===== config.mk =====
export PLATFORM = sky130hd
export DESIGN_NAME = coin_feeder
export DESIGN_NICKNAME = d
export VERILOG_FILES = /design/src/rtl/coin_feeder.sv
export SDC_FILE = /design/constraint.sdc
export NUM_CORES = 1
export LEC_CHECK = 0
export ABC_AREA = 1
export BUFFER_PORTS_ARGS = -buffer_cell sky130_fd_sc_hd__buf_2
export CAP_MARGIN = 20
export CORE_ASPECT_RATIO = 1.5
export CORE_MARGIN = 2
export CORE_UTILIZATION = 50
export CTS_BUF_LIST = sky130_fd_sc_hd__clkbuf_4
export DETAILED_ROUTE_END_ITERATION = 12
export GPL_TIMING_DRIVEN = 1
export PLACE_DENSITY = 0.81
export SETUP_SLACK_MARGIN = 0.3
export SYNTH_ARGS = -nofsm -noshare
export SYNTH_HDL_FRONTEND = slang
export SYNTH_SLANG_ARGS = --single-unit

===== constraint.sdc =====
create_clock -name clk -period 1.81 [get_ports clk]
set_input_delay 0.362 -clock clk [delete_from_list [all_inputs] [get_ports clk]]
set_output_delay 0.362 -clock clk [all_outputs]
set_load 0.01 [all_outputs]

===== src/rtl/coin_feeder.sv =====
// rtl/coin_feeder.sv - vending machine coin initiator; COIN_FEEDER_STATS_EN enables outcome counters
module coin_feeder #(
  parameter int AMT_W   = 4,
  parameter int GAP     = 1,
  parameter int TIMEOUT = 16
) (
  input  logic             clk,
  input  logic             rst,
  input  logic             req_valid,
  output logic             req_ready,
  input  logic [AMT_W-1:0] req_amount,
  input  logic             req_pref_one,
  output logic             half,
  output logic             one,
  input  logic             drink,
  input  logic             change,
  output logic             busy,
  output logic             done,
  output logic             done_ok,
  output logic             done_change,
  output logic [AMT_W-1:0] done_left,
  output logic [15:0]      vend_count,
  output logic [15:0]      timeout_count
);

  localparam int GW = (GAP > 1) ? $clog2(GAP) : 1;
  localparam int TW = (TIMEOUT > 1) ? $clog2(TIMEOUT) : 1;

  typedef enum logic [2:0] {
    IDLE,
    INSERT,
    GAPS,
    WAIT_VEND,
    DONE
  } state_t;

  state_t           state, state_n;
  logic [AMT_W-1:0] remaining;
  logic             pref;
  logic             seen_drink, seen_change;
  logic [GW-1:0]    gap_cnt;
  logic [TW-1:0]    wait_cnt;
  logic             held_ok, held_change;
  logic [AMT_W-1:0] held_left;
  logic             drink_any;
  logic             observing;

  assign drink_any = seen_drink | drink;
  assign observing = (state == INSERT) || (state == GAPS) || (state == WAIT_VEND);

  // Coin choice depends only on registered state, so each pulse is exactly one INSERT cycle.
  assign one  = (state == INSERT) && pref && (remaining >= AMT_W'(2));
  assign half = (state == INSERT) && (remaining != '0) && !one;

  assign req_ready   = (state == IDLE);
  assign busy        = (state != IDLE);
  assign done        = (state == DONE);
  assign done_ok     = done ? seen_drink  : held_ok;
  assign done_change = done ? seen_change : held_change;
  assign done_left   = done ? remaining   : held_left;

  always_comb begin
    state_n = state;
    case (state)
      IDLE:      if (req_valid) state_n = INSERT;
      INSERT:    state_n = (remaining == '0) ? WAIT_VEND : GAPS;
      GAPS: begin
        // A vend seen during the gap stops further coins but the gap still runs out.
        if (gap_cnt == GW'(GAP - 1))
          state_n = ((remaining != '0) && !drink_any) ? INSERT : WAIT_VEND;
      end
      WAIT_VEND: if (drink_any || (wait_cnt == TW'(TIMEOUT - 1))) state_n = DONE;
      DONE:      state_n = IDLE;
      default:   state_n = IDLE;
    endcase
  end

  always_ff @(posedge clk) begin
    if (rst) begin
      state       <= IDLE;
      remaining   <= '0;
      pref        <= 1'b0;
      seen_drink  <= 1'b0;
      seen_change <= 1'b0;
      gap_cnt     <= '0;
      wait_cnt    <= '0;
      held_ok     <= 1'b0;
      held_change <= 1'b0;
      held_left   <= '0;
    end else begin
      state    <= state_n;
      gap_cnt  <= (state == GAPS) ? gap_cnt + GW'(1) : '0;
      wait_cnt <= (state == WAIT_VEND) ? wait_cnt + TW'(1) : '0;
      if (observing) begin
        seen_drink  <= seen_drink | drink;
        seen_change <= seen_change | change;
      end
      case (state)
        IDLE: begin
          if (req_valid) begin
            remaining   <= req_amount;
            pref        <= req_pref_one;
            seen_drink  <= 1'b0;
            seen_change <= 1'b0;
          end
        end
        INSERT: begin
          if (one)       remaining <= remaining - AMT_W'(2);
          else if (half) remaining <= remaining - AMT_W'(1);
        end
        DONE: begin
          held_ok     <= seen_drink;
          held_change <= seen_change;
          held_left   <= remaining;
        end
        default: ;
      endcase
    end
  end

`ifdef COIN_FEEDER_STATS_EN
  logic [15:0] vend_q, timeout_q;

  always_ff @(posedge clk) begin
    if (rst) begin
      vend_q    <= '0;
      timeout_q <= '0;
    end else if (state == DONE) begin
      if (seen_drink) begin
        if (vend_q != 16'hFFFF) vend_q <= vend_q + 16'd1;
      end else begin
        if (timeout_q != 16'hFFFF) timeout_q <= timeout_q + 16'd1;
      end
    end
  end

  assign vend_count    = vend_q;
  assign timeout_count = timeout_q;
`else
  assign vend_count    = 16'd0;
  assign timeout_count = 16'd0;
`endif

endmodule


==> results.py <==
metrics = {
    "clocking": {
        "cts_root_buffer": "clkbuf_4",
        "numCtsBuffers": 3,
        "path_clk_slew_ns": 0.12,
        "cts_max_path_buffers": 2,
        "clock_sinks": 21,
        "clock_latency_ns": 0.32,
        "cts_tree": "built",
        "ctsHtreeMaxLevel": 1,
    },
    "synthesis": {
        "yosys_warnings": 0,
        "synth_cell_types": 28,
        "synth_seq_cells": 21,
        "synth_cells": 198,
        "ys_seq_area_frac": 0.303,
        "syn_area_mm2": 0.00139,
        "syn_avg_cell_area_um2": 7.01,
    },
    "timing": {
        "period_share": 1.03,
        "setup-violations-final": 6,
        "fin_worst_skew_ns": 0.00327,
        "final_hold_viol_count": 0,
        "tns_ns": -0.139,
        "slew_viol_final": 0,
        "period_needed_ns": 1.86,
        "setup_ws_ns": -0.0480,
        "timing.fmax_ghz": 0.538,
        "rsz0062_at_grt": "yes",
    },
    "global_route": {
        "globalRoute.totalOverflow": 0,
        "grt_pass1_wl_mm": 5.09,
        "grt_pass1_vias": 1154,
        "grt_max_degree": 13,
        "track_usage": 0.220,
        "antenna_found_initial": 0,
    },
    "power": {
        "ir_drop_mv": 0.868,
        "p_leak_nw": 0.928,
        "p_per_area_mw_per_mm2": 1290,
    },
    "drt": {
        "drt_iter0_drc": 18,
        "via_count": 1278,
        "wl_per_cell_um": 12.0,
        "drt_first_pass_iters": 4,
        "drcViolationCount": 0,
        "via_per_inst": 4.65,
        "ant_nets": 0,
        "drt_wl_total_mm": 3.31,
    },
    "finish": {
        "drive_above_1_share": 0.416,
        "syn2layout_area_growth_pct": 27.1,
        "num-nets-final": 254,
        "final_core_util": 0.667,
        "nFillCells": 222,
        "antenna_cells": 0,
        "final_common_cell": "conb_1",
        "fin_cells": 275,
        "final_cell_mix": "conb_1, nand2_1, inv_1, nor2_1, buf_2",
    },
    "hold_path": {
        "min_path_type": "in -> reg",
    },
    "floorplan": {
        "design.core.area_mm2": 0.00265,
        "start_util": 0.525,
        "die_h_um": 68.6,
        "io_pins": 53,
        "rows": 23,
        "die-area_mm2": 0.00322,
        "die_w_um": 47.0,
    },
    "critical_path": {
        "worstPathRequired_ns": 1.45,
        "startpoint_type": "flop",
        "critPathMaxFanout": 8,
        "crit_slowest_cell": "dfxtp_4",
        "worstSetupPathType": "reg -> out",
        "max_stage_delay_ns": 0.38,
        "crit_arrival_ns": 1.50,
        "crit_chain": "nor2_4 -> inv_2 -> nor2_4 -> inv_4 -> o21ai_4 -> inv_1 -> buf_2",
        "end_kind": "output pin",
        "crit_top_cell": "nor2_4",
    },
    "placement": {
        "port_buffers": 20,
        "gp_congestion": 0.857,
        "dp.cells": 254,
        "hpwl_mm": 2.07,
    },
    "outcome": {
        "violations": "negative setup slack",
        "status": "finished, violations left",
    },
    "flow_run": {
        "drv.max_cap_violation_count": 0,
    },
}
sequential cells by signal, indices dropped and copies added (netlist names):
signal / cells
gap_cnt: 1
held_change: 1
held_left: 4
held_ok: 1
pref: 1
remaining: 4
seen_change: 1
seen_drink: 1
state: 3
wait_cnt: 4
area by class of cell:
class                   instances  area [µm²]  area share
clock inverters                 1        5.00     0.00283
clock buffers                   3        22.5      0.0128
flip-flops and latches         21         439       0.249
inverters                      27         106      0.0602
well taps                      37        46.3      0.0262
multi-input cells             148         887       0.502
repair buffers                 38         259       0.147
routing by layer:
layer / global-route usage / vias up / wire length, µm
li1: - / 632 / -
met1: 0.236 / 577 / 1190
met2: 0.396 / 62 / 1840
met3: 0.0313 / 7 / 195
met4: 0.122 / 0 / 89
met5: 0 / - / 0
where the power goes:
group,total [mW],switching (mW),internal [mW]
sequential,0.663,0.104,0.558
clock,0.238,0.155,0.0830
combinational,1.38,0.779,0.596
cell usage after synthesis, drive strengths merged:
master | number | share of area
o21ai | 14 | 0.053
nor3b | 1 | 0.0054
conb | 1 | 0.0027
nand3 | 7 | 0.029
clkbuf | 1 | 0.0027
inv | 27 | 0.073
nor3 | 5 | 0.022
nand4 | 1 | 0.0045
or2 | 7 | 0.032
xor2 | 2 | 0.013
nor2 | 30 | 0.099
ha | 5 | 0.045
nand2 | 35 | 0.10
a21oi | 6 | 0.024
buf | 32 | 0.17
o22ai | 1 | 0.0045
dfxtp | 21 | 0.30
nand3b | 2 | 0.014
metrics by stage:
stage	area (µm²)	hold slack (ns)	setup slack (ns)	power [mW]
after CTS	1610	0.312	-0.0412	1.95
after global placement	1420	0.396	0.142	1.47
after floorplan	1510	0.390	0.337	1.33
after detailed placement	1420	0.402	0.120	1.49
after global routing	1770	0.307	-0.107	2.44
final	1770	0.299	-0.0480	2.28
worst max-delay path: cells and delay by family, from the launching register on:
| family | cells | cell delay (ns) |
|---|---|---|
| compound gates | 1 | 0.16 |
| buf+inv | 4 | 0.33 |
| flops | 1 | 0.38 |
| simple gates | 2 | 0.29 |
final timing paths:
path                        to    startpoint  slack (ns)  cells after the start
setup / recovery  done_left[1]      state[1]       -0.05                      7
hold / removal     seen_change        change        0.30                      3
setup reg to reg  remaining[1]  remaining[0]        0.28                     13
hold reg to reg        gap_cnt       gap_cnt        0.42                      1
repair_timing:
action / in CTS / in global routing
hold endpoints to repair: 0 / 0
hold buffers: 0 / 0
buffers inserted: 10 / 7
setup endpoints to repair: 11 / 18
pin swaps: 9 / 12
resized for setup: 28 / 28
cell families after synthesis:
group | Yosys count | synth area share
adder cells (fa/ha/maj) | 5 | 0.0450
AO/OA/AOI/OAI | 21 | 0.0820
flip-flops | 21 | 0.303
buffers and inverters | 60 | 0.249
other | 1 | 0.00270
XOR/XNOR | 2 | 0.0126
AND/OR/NAND/NOR | 88 | 0.306
(Power assumes the default switching activity.)
